**src/rtl/traffic_pkg.sv**
```systemverilog
// rtl/traffic_pkg.sv - shared encodings and quantiser for the traffic density sensor
package traffic_pkg;

    typedef enum logic [1:0] {
        LVL_LOW  = 2'b00,
        LVL_MED  = 2'b01,
        LVL_HIGH = 2'b10,
        LVL_MAX  = 2'b11
    } level_t;

    typedef enum logic {
        ST_IDLE = 1'b0,
        ST_RUN  = 1'b1
    } state_t;

    function automatic level_t quantise(input int count, input int th1, input int th2, input int th3);
        if (count < th1) return LVL_LOW;
        if (count < th2) return LVL_MED;
        if (count < th3) return LVL_HIGH;
        return LVL_MAX;
    endfunction

endpackage

```
**src/rtl/lane_density_counter.sv**
```systemverilog
// rtl/lane_density_counter.sv - per-approach synchroniser, vehicle counter, stuck detector and quantiser
module lane_density_counter
    import traffic_pkg::*;
#(
    parameter int CNT_W        = 8,
    parameter int TH1          = 4,
    parameter int TH2          = 8,
    parameter int TH3          = 16,
    parameter int STUCK_CYCLES = 500
) (
    input  logic   clk,
    input  logic   rst,
    input  logic   det,
    input  logic   active,
    input  logic   close,
    output level_t level,
    output logic   fault
);

    localparam int               STUCK_W   = $clog2(STUCK_CYCLES + 1);
    localparam logic [CNT_W-1:0] CNT_MAX   = '1;
    localparam logic [STUCK_W-1:0] STUCK_MAX = STUCK_W'(STUCK_CYCLES);

    logic               sync_1;
    logic               sync_2;
    logic               sync_prev;
    logic               rise_q;
    logic               inc;
    logic [CNT_W-1:0]   cnt;
    logic [CNT_W-1:0]   closing_cnt;
    logic [STUCK_W-1:0] stuck_cnt;

    // Rise is registered so a detector edge reaches the counter three clocks after capture
    always_ff @(posedge clk or posedge rst) begin
        if (rst) begin
            sync_1    <= 1'b0;
            sync_2    <= 1'b0;
            sync_prev <= 1'b0;
            rise_q    <= 1'b0;
        end else begin
            sync_1    <= det;
            sync_2    <= sync_1;
            sync_prev <= sync_2;
            rise_q    <= sync_2 & ~sync_prev;
        end
    end

    assign inc         = rise_q && !fault && (cnt != CNT_MAX);
    assign closing_cnt = inc ? cnt + 1'b1 : cnt;

    always_ff @(posedge clk or posedge rst) begin
        if (rst) begin
            cnt <= '0;
        end else if (!active || close) begin
            cnt <= '0;
        end else begin
            cnt <= closing_cnt;
        end
    end

    always_ff @(posedge clk or posedge rst) begin
        if (rst) begin
            stuck_cnt <= '0;
            fault     <= 1'b0;
        end else if (!sync_2) begin
            stuck_cnt <= '0;
            fault     <= 1'b0;
        end else if (stuck_cnt != STUCK_MAX) begin
            stuck_cnt <= stuck_cnt + 1'b1;
            if (stuck_cnt == STUCK_MAX - 1'b1) begin
                fault <= 1'b1;
            end
        end
    end

    // Closing count includes a rise landing in the terminal cycle
    always_comb begin
        level = LVL_LOW;
        if (!fault) begin
            level = quantise(int'(closing_cnt), TH1, TH2, TH3);
        end
    end

endmodule

```
**src/rtl/traffic_density_sensor.sv**
```systemverilog
// rtl/traffic_density_sensor.sv - window FSM and registered congestion levels for four approaches
module traffic_density_sensor
    import traffic_pkg::*;
#(
    parameter int WINDOW_CYCLES = 1000,
    parameter int CNT_W         = 8,
    parameter int TH1           = 4,
    parameter int TH2           = 8,
    parameter int TH3           = 16,
    parameter int STUCK_CYCLES  = 500
) (
    input  logic       clk,
    input  logic       rst,
    input  logic       en,
    input  logic       det_a,
    input  logic       det_b,
    input  logic       det_c,
    input  logic       det_d,
    output logic [1:0] Sa,
    output logic [1:0] Sb,
    output logic [1:0] Sc,
    output logic [1:0] Sd,
    output logic       level_valid,
    output logic [3:0] fault
);

    localparam int               WIN_W    = $clog2(WINDOW_CYCLES);
    localparam logic [WIN_W-1:0] WIN_LAST = WIN_W'(WINDOW_CYCLES - 1);

    state_t           state;
    state_t           state_next;
    logic [WIN_W-1:0] win_cnt;
    logic             active;
    logic             close;
    logic [3:0]       det_all;
    level_t           level [4];

    assign det_all = {det_d, det_c, det_b, det_a};

    always_ff @(posedge clk or posedge rst) begin
        if (rst) begin
            state <= ST_IDLE;
        end else begin
            state <= state_next;
        end
    end

    always_comb begin
        state_next = state;
        case (state)
            ST_IDLE: if (en)  state_next = ST_RUN;
            ST_RUN:  if (!en) state_next = ST_IDLE;
        endcase
    end

    // Dropping en on the terminal cycle suppresses the close
    always_comb begin
        active = 1'b0;
        close  = 1'b0;
        if (state == ST_RUN) begin
            active = en;
            close  = en && (win_cnt == WIN_LAST);
        end
    end

    always_ff @(posedge clk or posedge rst) begin
        if (rst) begin
            win_cnt <= '0;
        end else if (!active || close) begin
            win_cnt <= '0;
        end else begin
            win_cnt <= win_cnt + 1'b1;
        end
    end

    for (genvar i = 0; i < 4; i++) begin : g_lane
        lane_density_counter #(
            .CNT_W       (CNT_W),
            .TH1         (TH1),
            .TH2         (TH2),
            .TH3         (TH3),
            .STUCK_CYCLES(STUCK_CYCLES)
        ) u_lane (
            .clk   (clk),
            .rst   (rst),
            .det   (det_all[i]),
            .active(active),
            .close (close),
            .level (level[i]),
            .fault (fault[i])
        );
    end

    always_ff @(posedge clk or posedge rst) begin
        if (rst) begin
            Sa          <= LVL_LOW;
            Sb          <= LVL_LOW;
            Sc          <= LVL_LOW;
            Sd          <= LVL_LOW;
            level_valid <= 1'b0;
        end else begin
            level_valid <= close;
            if (close) begin
                Sa <= level[0];
                Sb <= level[1];
                Sc <= level[2];
                Sd <= level[3];
            end
        end
    end

endmodule

```
**config.mk**
```make
export PLATFORM = sky130hd
export DESIGN_NAME = traffic_density_sensor
export DESIGN_NICKNAME = d
export VERILOG_FILES = /design/src/rtl/traffic_pkg.sv /design/src/rtl/lane_density_counter.sv /design/src/rtl/traffic_density_sensor.sv
export SDC_FILE = /design/constraint.sdc
export NUM_CORES = 1
export LEC_CHECK = 0
export BUFFER_PORTS_ARGS = -buffer_cell sky130_fd_sc_hd__buf_2
export CAP_MARGIN = 20
export CORE_ASPECT_RATIO = 1.4
export CORE_MARGIN = 1.5
export CORE_UTILIZATION = 40
export CTS_CLUSTER_DIAMETER = 30
export DETAILED_ROUTE_END_ITERATION = 8
export PLACE_DENSITY = 0.65
export SLEW_MARGIN = 10
export SYNTH_ARGS = -nofsm -noshare
export SYNTH_HDL_FRONTEND = slang
export SYNTH_SLANG_ARGS = --single-unit
```
**constraint.sdc**
```tcl
create_clock -name clk -period 9 [get_ports clk]
set_input_delay 0.9 -clock clk [delete_from_list [all_inputs] [get_ports clk]]
set_output_delay 0.9 -clock clk [all_outputs]
set_load 0.02 [all_outputs]
```
# --- Word-level counts from Yosys, hierarchy flattened ---
# Cells that the tools add are included.
# W data, S select, Z words.
classes:
  div: 0
  mux: 96
  bitwise_logic: 8
  n_reduce_logical: 19
  n_eq_ne: 21
  magnitude_cmp: 12
  addsub: 9
  shifts: 0
  n_mul: 0
ops:
  columns: ["cell", "n"]
  rows:
  - ["$mux W9", 8]
  - ["$mux W8", 8]
  - ["$mux W2", 28]
  - ["$mux W1", 51]
  - ["$add A9 B1 Y9 const B", 4]
  - ["$eq A9 B9 Y1 const B", 4]
  - ["$ne A9 B9 Y1 const B", 4]
  - ["$add A8 B1 Y8 const B", 4]
  - ["$lt A8 B3 Y1 const B", 4]
  - ["$lt A8 B4 Y1 const B", 4]
  - ["$lt A8 B5 Y1 const B", 4]
  - ["$ne A8 B8 Y1 const B", 4]
  - ["$ne A2 B2 Y1 const B", 8]
  - ["$add A10 B1 Y10 const B", 1]
  - ["$eq A10 B10 Y1 const B", 1]
  - ["$mux W10", 1]
  - ["$logic_and A1 B1 Y1", 9]
  - ["$reduce_and A2 Y1", 4]
  - ["$logic_not A1 Y1", 5]
  - ["$and A1 B1 Y1", 4]
  - ["$not A1 Y1", 4]
  - ["$logic_or A1 B1 Y1", 1]
totals:
  latchBits: 0
  memories: 0
  mem_bits_ro: 0
  ram_bits: 0
  regBits: 108

# --- Depth between registers and ports, before layout ---
# Gate-level depths: netlist of the first run.
depth:
  ltp_word: 16
  ltp_mapped: 8

# --- Hierarchy ---
# A second synthesis of the first run with hierarchy kept.
unflattened:
  hier_cells: 533
  hier_area_um2: 5509.0
by_module_without_submodules:
  columns: ["mod", "cells_per_inst", "seq_area_each_um2", "instances", "area_each_um2"]
  rows:
  - ["lane_density_counter", 115, 550.5, 4, 1154.9]
  - ["traffic_density_sensor", 73, 500.5, 1, 889.6]

# --- Least setup slack after synthesis of the first run ---
# Ideal clock, no wire load.
synth_timing:
  path_type: "input to register"
  start: "input en"
  end: "register g_lane[0].u_lane.cnt[1]"
  stages: 6
  path_slack_ps: 7027
  required_time_ps: 8868
  setup_ps: 132
  arrival_time_ps: 1841
  path_cell_list: "nand2_1 > nor4_1 > nand2b_1 > nand3_1 > clkbuf_1 > nor2_1"
synth_via:
  elab_chain_len: 4
synth_lines:
  columns: ["item", "line_no", "rtl"]
  rows:
  - ["from (decl)", "traffic_density_sensor.sv:14", "input logic en,"]
  - ["$mux W1 / $logic_and A1 B1 Y1 (equally long branches)", "traffic_density_sensor.sv:60, traffic_density_sensor.sv:62", null]
  - ["$logic_not A1 Y1 / $mux W1 (equally long branches)", "lane_density_counter.sv:54, traffic_density_sensor.sv:60", null]
  - ["$logic_or A1 B1 Y1 *", "lane_density_counter.sv:54", "end else if (!active || close) begin"]
  - ["$mux W8 *", "lane_density_counter.sv:54", null]
  - ["to (signal assigned)", "lane_density_counter.sv:57", "cnt <= closing_cnt;"]
  - ["to (decl)", "lane_density_counter.sv:29", "logic [CNT_W-1:0] cnt;"]
# Mark *: on every way between the ends. The rest lies on a longest branch, timed or not.
# A chain may end at the register's enable or synchronous reset.

# --- Final worst setup path of the first run ---
layout_timing:
  start: "input en"
  end: "register g_lane[0].u_lane.cnt[2]"
layout_via:
  elab_chain_len: 4
layout_lines:
  columns: ["item", "line_no", "rtl"]
  rows:
  - ["$logic_and A1 B1 Y1", "traffic_density_sensor.sv:62", "close = en && (win_cnt == WIN_LAST);"]
  - ["$mux W1", "traffic_density_sensor.sv:60", "if (state == ST_RUN) begin"]
  - ["via close", "traffic_density_sensor.sv:34", "logic close;"]
  - ["$logic_or A1 B1 Y1", "lane_density_counter.sv:54", null]
  - ["$mux W8", "lane_density_counter.sv:54", null]
# The timed path passes the listed nets, and every way through them passes these cells.

==> results_dict.tcl, run 1 <==
set metrics [dict create \
    synth_area_leaders "dfrtp_1 (52%), xnor2_1 (5.2%), nor2_1 (3.7%)" \
    slew_violations 0 \
    dp_hpwl_um 6405 \
    synth_fp_nets 539 \
    crit_arrival_ps 2570 \
    avgSynthCellArea_um2 10.04 \
    synth-edff-count 0 \
    die_h_um 138.1 \
    finalPower_mw 0.9257 \
    overflow 0 \
    end_kind "flop" \
    cp_max_fo 13 \
    die-area_um2 13730 \
    grt_setup_unrepaired "false" \
    finalCritPeriodShare 0.2548 \
    cts_tree "done" \
    yosysUniqueCellTypes 41 \
    path_clk_slew_ps 70 \
    hold_end "g_lane[3].u_lane.sync_2" \
    fin_nets 556 \
    ys.flop_type "dfrtp_1" \
    fmax_mhz 436.0 \
    post_drt_wl_per_cell_um 13.42 \
    fp.dieW_um 99.47 \
    cts_root_buf "clkbuf_16" \
    ios 20 \
    cts_hold_buf 0 \
    clock_latency_ps 350 \
    syn2layout_area_growth_pct 10.35 \
    grt_use_total 0.1460 \
    r2r_start "win_cnt[0]" \
    syn_inst 519 \
    rows 49 \
    relSlewSlack 0.6663 \
    grt_start_max_net_pins 82 \
    ff2ff_setup_slack_ps 6780 \
    drt_iter0_markers 214 \
    antenna_found_initial 0 \
    core_area_um2 12750 \
    dr.pass1.iters 4 \
    rr_worst_depth 8 \
    synth_top_area_frac 0.5186 \
    synth.cell_area_um2 5211 \
    ys_seq_area_frac 0.5186 \
    fillCellCount 1178 \
    grt_pass1_vias 3686 \
    maxCapViolations 0 \
    wirelength_um 9315 \
    fin_crit_ps 2294 \
    finalSetupViolCount 0 \
    hold_class "reg2reg" \
    synthTopCellsByCount "dfrtp_1 (108), nor2_1 (51), nand2_1 (37)" \
    clockBufferDepth 2 \
    skew_ps 12.89 \
    hold-path-cell-count 0 \
    post-route-util 0.4509 \
    status "completed" \
    yosys_register_bits 108 \
    critPathKind "in2reg" \
    synth_async_sr_flop_share 1.000 \
    yosysTopAreaCell "dfrtp_1" \
    cts_resized 0 \
    cts_buffers 9 \
    peakVddDrop_v 0.00009052 \
    grt_pass1_wl_um 16330 \
    vias 3683 \
    timing.rr.end "g_lane[0].u_lane.cnt[2]" \
    drc 0 \
    vias_per_cell 5.307 \
    startpoint_type "primary input" \
    cts-htree-levels 3 \
    yosysWarnings 0 \
    power_per_cell_area_nw_per_um2 161.0 \
    yosysMostFrequentCell "dfrtp_1" \
    worst_ep_required_time_ps 9270 \
    ant_nets 0 \
    hold_start "g_lane[3].u_lane.sync_1" \
    leakagePower_nw 2.530 \
    gp_congestion 0.8405 \
    hold_slack_ps 352.8 \
    drive_gt1_frac 0.08318 \
    hold_viol 0 \
    clock-sinks 108 \
    initial_utilization 0.4087 \
    port-buffer-count 19 \
    tightest_slew_ps 500.6 \
    antenna_cells 0 \
    postCtsSetupRepairBufs 0 \
    final.setup.tns_ps 0 \
]
-- cell families after synthesis --
family / after synthesis / share of synthesized area
buf+inv: 40 / 0.03313
xor+xnor: 43 / 0.07227
flops: 108 / 0.5186
simple gates: 232 / 0.2341
fa+ha+maj: 13 / 0.03121
compound gates: 72 / 0.08956
mux: 11 / 0.02113
-- final cells by class --
type | count | area [um^2] | area share
flip-flops and latches | 108 | 2703 | 0.4700
multi-input cells | 371 | 2336 | 0.4062
clock buffers | 9 | 225.2 | 0.03916
well taps | 153 | 191.4 | 0.03329
repair buffers | 22 | 137.6 | 0.02393
inverters | 24 | 92.59 | 0.01610
clock inverters | 7 | 65.06 | 0.01131
-- how the worst max path moves through the flow --
stage,startpoint,to,cells after the start
floorplan,rst,Sa[0],1
global placement,en,g_lane[0].u_lane.cnt[2],8
CTS,en,g_lane[0].u_lane.cnt[2],8
global route,en,g_lane[0].u_lane.cnt[2],8
finish,en,g_lane[0].u_lane.cnt[2],8
detailed placement,en,g_lane[0].u_lane.cnt[2],8
-- layer usage --
metal / track usage / part of all wire
met2: 0.2408 / 0.51
met4: 0.06672 / 0.019
met5: 0 / 0
met1: 0.1781 / 0.44
met3: 0.03842 / 0.033
-- sequential cells by signal, indices dropped and copies added (netlist names) --
| signal | cells |
|---|---|
| Sa | 2 |
| Sb | 2 |
| Sc | 2 |
| Sd | 2 |
| g_lane.u_lane.cnt | 32 |
| g_lane.u_lane.fault | 4 |
| g_lane.u_lane.rise_q | 4 |
| g_lane.u_lane.stuck_cnt | 36 |
| g_lane.u_lane.sync_1 | 4 |
| g_lane.u_lane.sync_2 | 4 |
| g_lane.u_lane.sync_prev | 4 |
| level_valid | 1 |
| state | 1 |
| win_cnt | 10 |
-- placed cells by master (no fill, tap or decap), types with 3 or more instances in the layout --
cell type / count
and3_1: 13
o21ai_0: 22
xnor2_1: 31
and2_1: 24
ha_1: 13
nor3_1: 15
nand2_1: 37
and4_1: 4
nor2_1: 51
a21oi_1: 15
mux2i_1: 11
clkbuf_16: 9
o211a_1: 3
nand4_1: 16
nand3b_1: 4
buf_2: 19
nor4_1: 3
dfrtp_1: 108
inv_6: 3
inv_1: 23
nand3_1: 23
a31oi_1: 11
xor2_1: 12
nand2b_1: 6
nor2b_1: 14
or2_2: 3
a211oi_1: 4
or3_1: 9
a21boi_0: 8
nor3b_1: 4
-- through the flow --
stage | setup WS [ps] | cells | area (um^2)
after global placement | 6389 | 677 | 5433
final | 6706 | 694 | 5751
after CTS | 6688 | 693 | 5723
after detailed placement | 6314 | 677 | 5433
after floorplan | 5254 | 519 | 5211
after global routing | 6419 | 694 | 5751
-- worst max-delay path, stage by stage --
cell and delay [ps]:
buf_2 110, nand2_1 120, nor4_1 70, nand2b_1 380, inv_1 250, nor2_1 420, o21ai_0 160, a31oi_1 160
-- power by group --
group          total (mW)  switching, mW  internal [mW]
Sequential          0.503        0.00939          0.494
Clock               0.385          0.190          0.195
Combinational      0.0369         0.0237         0.0132
Power figures use the tool's default switching activity.
==> run 2: changes to the inputs <==
PLACE_DENSITY = 0.67   (was 0.65)
clock period = 1.85 ns   (was 9 ns; I/O delays follow)
==> results_dict.tcl, run 2 (same netlist as run 1, synthesis figures left out) <==
set metrics [dict create \
    fin_crit_ps 1788 \
    startpoint_type "flop" \
    overflow 0 \
    cts_tree "done" \
    finalSetupViolCount 0 \
    drt_iter0_markers 128 \
    peakVddDrop_v 0.0003674 \
    leakagePower_nw 2.708 \
    top_regs "g_lane.u_lane.stuck_cnt (36), g_lane.u_lane.cnt (32), win_cnt (10)" \
    hold_class "reg2reg" \
    dp_hpwl_um 6979 \
    final_common_cell "dfrtp_1" \
    worst_ep_required_time_ps 2090 \
    hold_viol 0 \
    port-buffer-count 19 \
    clockBufferDepth 2 \
    ios 20 \
    setup_slack_ps 62.13 \
    clock_latency_ps 350 \
    initial_utilization 0.4087 \
    grt_pass1_wl_um 17140 \
    fin_nets 591 \
    die_h_um 138.1 \
    gp_congestion 0.8408 \
    largest-register "g_lane.u_lane.stuck_cnt" \
    end_kind "flop" \
    drc 0 \
    grt_use_total 0.1535 \
    path_clk_slew_ps 80 \
    ant_nets 0 \
    crit_path_cell_trace "ha_2 -> and3_1 -> nand2_1 -> nand4_1 -> xor2_2 -> nand3_1 -> a22o_2" \
    max_stage_delay_ps 410 \
    wirelength_um 9914 \
    tightest_slew_ps 548.7 \
    crit_arrival_ps 2030 \
    drive_gt1_frac 0.1597 \
    cts_root_buf "clkbuf_16" \
    slew_violations 0 \
    die-area_um2 13730 \
    vias 3866 \
    dp_slack_ps 18.06 \
    hold_slack_ps 351.1 \
    power_per_cell_area_nw_per_um2 739.3 \
    fp.dieW_um 99.47 \
    clock-sinks 108 \
    relSlewSlack 0.6334 \
    cts_buffers 9 \
    status "completed" \
    syn2layout_area_growth_pct 18.39 \
    grt_start_max_net_pins 41 \
    critPathKind "reg2reg" \
    skew_ps 11.69 \
    post_drt_wl_per_cell_um 13.60 \
    grt_pass1_vias 3918 \
    finalCritPeriodShare 0.9664 \
    finalPower_mw 4.561 \
    core_area_um2 12750 \
    largest_reg_flops 36 \
    dr.pass1.iters 4 \
    worst_path_max_delay_cell "dfrtp_1" \
    antenna_cells 0 \
    rows 49 \
    fmax_mhz 559.3 \
    maxCapViolations 0 \
    cp_max_fo 3 \
    antenna_found_initial 0 \
    grt_setup_unrepaired "true" \
    final_cell_mix "dfrtp_1 (108), nor2_1 (51), nand2_1 (36), xnor2_1 (31), buf_4 (27)" \
    vias_per_cell 5.303 \
    ff2ff_setup_slack_ps 60 \
    fillCellCount 1148 \
    cts-htree-levels 3 \
]
-- run 2: timing repair --
action                                  CTS  global route
hold buffers                              6             0
endpoints found under the setup margin    0            42
hold endpoints to repair                 23             0
buffers inserted                          0             8
gates resized for setup                   0            25
-- run 2: critical path: cells and delay by family (launching register included) --
kind / cells / cell delay, ps
adders and majority gates: 1 / 210
and+or+nand+nor: 4 / 590
AOI/OAI and AO/OA: 1 / 240
xor gates and xnor gates: 1 / 230
DFF: 1 / 410
-- run 2: layer usage --
layer | GRT usage | share of wire | wire length [um]
met2 | 0.2588 | 0.51 | 5083
met5 | 0 | 0 | 0
met1 | 0.1840 | 0.44 | 4386
met4 | 0.07561 | 0.023 | 228
met3 | 0.03337 | 0.022 | 216
-- run 2: final timing paths --
check / from / to / cells past startpoint
worst max-delay path: g_lane[1].u_lane.cnt[1] / Sb[0] / 7
worst min-delay path: g_lane[0].u_lane.sync_1 / g_lane[0].u_lane.sync_2 / 0
worst max register to register: g_lane[1].u_lane.cnt[1] / Sb[0] / 7
worst min register to register: g_lane[0].u_lane.sync_1 / g_lane[0].u_lane.sync_2 / 0
max in group asynchronous: rst / g_lane[1].u_lane.cnt[1] / 4
min in group asynchronous: rst / g_lane[3].u_lane.cnt[1] / 3
-- run 2: final cells by class --
class / instances / area, um^2 / area share
clock buffer: 9 / 225.2 / 0.03650
clock inverter: 7 / 67.56 / 0.01095
inverter: 24 / 93.84 / 0.01521
multi-input combinational: 371 / 2440 / 0.3955
sequential: 108 / 2703 / 0.4380
tap: 153 / 191.4 / 0.03103
timing repair buffer: 57 / 449.2 / 0.07280
-- run 2: where the power goes --
part,internal (mW),leakage [nW],switching (mW)
clock network,0.953,0.146,0.942
registers,2.40,1.46,0.0469
logic,0.0896,1.10,0.126
-- run 2: through the flow --
step           setup TNS, ps  cells  instance area, um^2    util
2_1_floorplan              0    519                 5215       -
3_3_place_gp               0    699                 5649  0.4430
3_5_place_dp               0    699                 5649  0.4430
4_1_cts                    0    721                 6002  0.4707
5_1_grt               -116.1    729                 6170  0.4838
6_report                   0    729                 6170  0.4838
==> run 3: changes to the inputs <==
ABC_AREA = 1   (was not set)
CORE_MARGIN = not set   (was 1.5)
SLEW_MARGIN = 30   (was 10)
==> results_dict.tcl, run 3 <==
set metrics [dict create \
    overflow 0 \
    ios 20 \
    yosysTopAreaCell "dfrtp_1" \
    rows 49 \
    core_area_um2 12940 \
    cts_hold_buf 5 \
    grt_setup_unrepaired "false" \
    worst_ep_required_time_ps 2080 \
    final_cell_mix "nand2_1 (149), dfrtp_1 (108), nor2_1 (79), inv_1 (73), nand3_1 (58)" \
    wirelength_um 9684 \
    power_per_cell_area_nw_per_um2 768.8 \
    drt_iter0_markers 217 \
    port-buffer-count 19 \
    fillCellCount 1253 \
    grt_start_max_net_pins 109 \
    die-area_um2 13850 \
    final.setup.tns_ps 0 \
    largest-register "g_lane.u_lane.stuck_cnt" \
    final_common_cell "nand2_1" \
    grt_pass1_vias 4091 \
    syn2layout_area_growth_pct 12.23 \
    tightest_slew_ps 608.3 \
    critPathKind "reg2reg" \
    cts_resized 0 \
    synth_area_leaders "dfrtp_1 (51%), nand2_1 (10%), nor2_1 (5.5%)" \
    startpoint_type "flop" \
    grt_use_total 0.1534 \
    fp.dieW_um 99.76 \
    synth-edff-count 0 \
    slew_violations 0 \
    ys_seq_area_frac 0.5050 \
    hold_viol 17 \
    end_kind "flop" \
    avgSynthCellArea_um2 8.170 \
    antenna_cells 0 \
    dp_hpwl_um 6906 \
    yosysMostFrequentCell "nand2_1" \
    clock-sinks 108 \
    yosys_register_bits 108 \
    yosysUniqueCellTypes 33 \
    clockBufferDepth 2 \
    cp_max_fo 7 \
    cts_tree "done" \
    maxCapViolations 0 \
    finalCritPeriodShare 0.8927 \
    syn_inst 655 \
    synthTopCellsByCount "nand2_1 (149), dfrtp_1 (108), nor2_1 (79)" \
    dpl_cell_area_um2 5652 \
    vias 4208 \
    initial_utilization 0.4137 \
    cts_buffers 9 \
    yosysWarnings 0 \
    gp_congestion 0.8187 \
    drc 0 \
    synth_top_area_frac 0.5050 \
    ff2ff_setup_slack_ps 200 \
    postCtsSetupRepairBufs 0 \
    fin_crit_ps 1651 \
    crit_arrival_ps 1890 \
    finalSetupViolCount 0 \
    top_regs "g_lane.u_lane.stuck_cnt (36), g_lane.u_lane.cnt (32), win_cnt (10)" \
    leakagePower_nw 2.862 \
    die_h_um 138.9 \
    violations "negative hold slack" \
    largest_reg_flops 36 \
    path_clk_slew_ps 70 \
    status "finished, violations left" \
    clock_latency_ps 340 \
    hold_class "in2async" \
    cts-htree-levels 3 \
    relSlewSlack 0.5945 \
    fmax_mhz 605.5 \
    peakVddDrop_v 0.0004636 \
    dr.pass1.iters 6 \
    skew_ps 6.306 \
    antenna_found_initial 0 \
    synth_fp_nets 675 \
    synth_async_sr_flop_share 1.000 \
    finalInstanceArea_um2 6006 \
    vias_per_cell 4.854 \
    grt_pass1_wl_um 17490 \
    drive_gt1_frac 0.1045 \
    cts_root_buf "clkbuf_16" \
    ys.flop_type "dfrtp_1" \
    post_drt_wl_per_cell_um 11.17 \
    hold_slack_ps -57.23 \
    fin_nets 704 \
    ant_nets 0 \
    synth.cell_area_um2 5351 \
]
run 3: changes by cell type in the layout (fill, tap and decap cells not counted), moves of 24 or more:
cell	before	now
buf_4	27	3
inv_1	22	73
nand2_1	36	149
nand3_1	22	58
nor2_1	51	79
xnor2_1	31	6
run 3: final timing paths:
kind | startpoint | end | cells after the start
max | g_lane[2].u_lane.cnt[0] | Sc[1] | 10
min reg2reg | g_lane[3].u_lane.sync_1 | g_lane[3].u_lane.sync_2 | 0
min in group clk | g_lane[3].u_lane.sync_1 | g_lane[3].u_lane.sync_2 | 0
max in group asynchronous | rst | g_lane[2].u_lane.stuck_cnt[2] | 3
min | rst | g_lane[2].u_lane.stuck_cnt[0] | 3
max reg2reg | g_lane[2].u_lane.cnt[0] | Sc[1] | 10
run 3: layout make-up:
class	count	area, um^2	share of cell area
tap	178	222.7	0.03708
clock buffer	12	256.5	0.04271
timing repair buffer	28	187.7	0.03125
inverter	79	302.8	0.05042
sequential	108	2703	0.4500
multi-input combinational	458	2286	0.3806
clock inverter	4	47.55	0.007917
run 3: critical path: stages, from the launching register on:
cell and delay, ps:
dfrtp_1 410, ha_1 230, nand2_1 120, nor2_2 50
nand2_2 150, nand2_4 90, o21ai_1 160, and2_1 170
nand3_1 70, nand2_1 60, nand2_1 50
run 3: through the flow:
step | hold slack (ps) | instances | power (mW) | utilization | setup WS (ps)
2_1_floorplan | 216.4 | 655 | 2.660 | - | 352.2
3_3_place_gp | 293.3 | 846 | 2.715 | 0.4369 | 239.2
3_5_place_dp | 294.3 | 846 | 2.727 | 0.4369 | 211.9
4_1_cts | 39.91 | 867 | 4.687 | 0.4643 | 185.8
5_1_grt | 59.75 | 867 | 4.823 | 0.4643 | 40.00
6_report | -57.23 | 867 | 4.617 | 0.4643 | 198.6
run 3: cells by family (layout without fill, tap and decap cells):
group | count (synthesis) | count (layout) | synth area share
adders and majority gates | 13 | 13 | 0.03040
xor gates and xnor gates | 16 | 16 | 0.02619
DFF | 108 | 108 | 0.5050
AOI/OAI and AO/OA | 72 | 72 | 0.07038
buffers and inverters | 89 | 123 | 0.06780
and+or+nand+nor | 357 | 357 | 0.3002
run 3: where the power goes:
part / total [mW] / switching (mW) / internal, mW
Combinational: 0.234 / 0.159 / 0.0752
Clock: 1.93 / 0.814 / 1.12
Sequential: 2.45 / 0.0416 / 2.41
run 3: metal layers:
metal  routed length, um  vias to the layer above  GRT usage  part of all wire
met2                4867                       41     0.2603              0.50
met5                   0                        -          0                 0
met4                 295                        0    0.07430             0.030
met1                4346                     1982     0.1871              0.45
met3                 175                       15    0.02621             0.018
li1                    -                     2170          -                 -
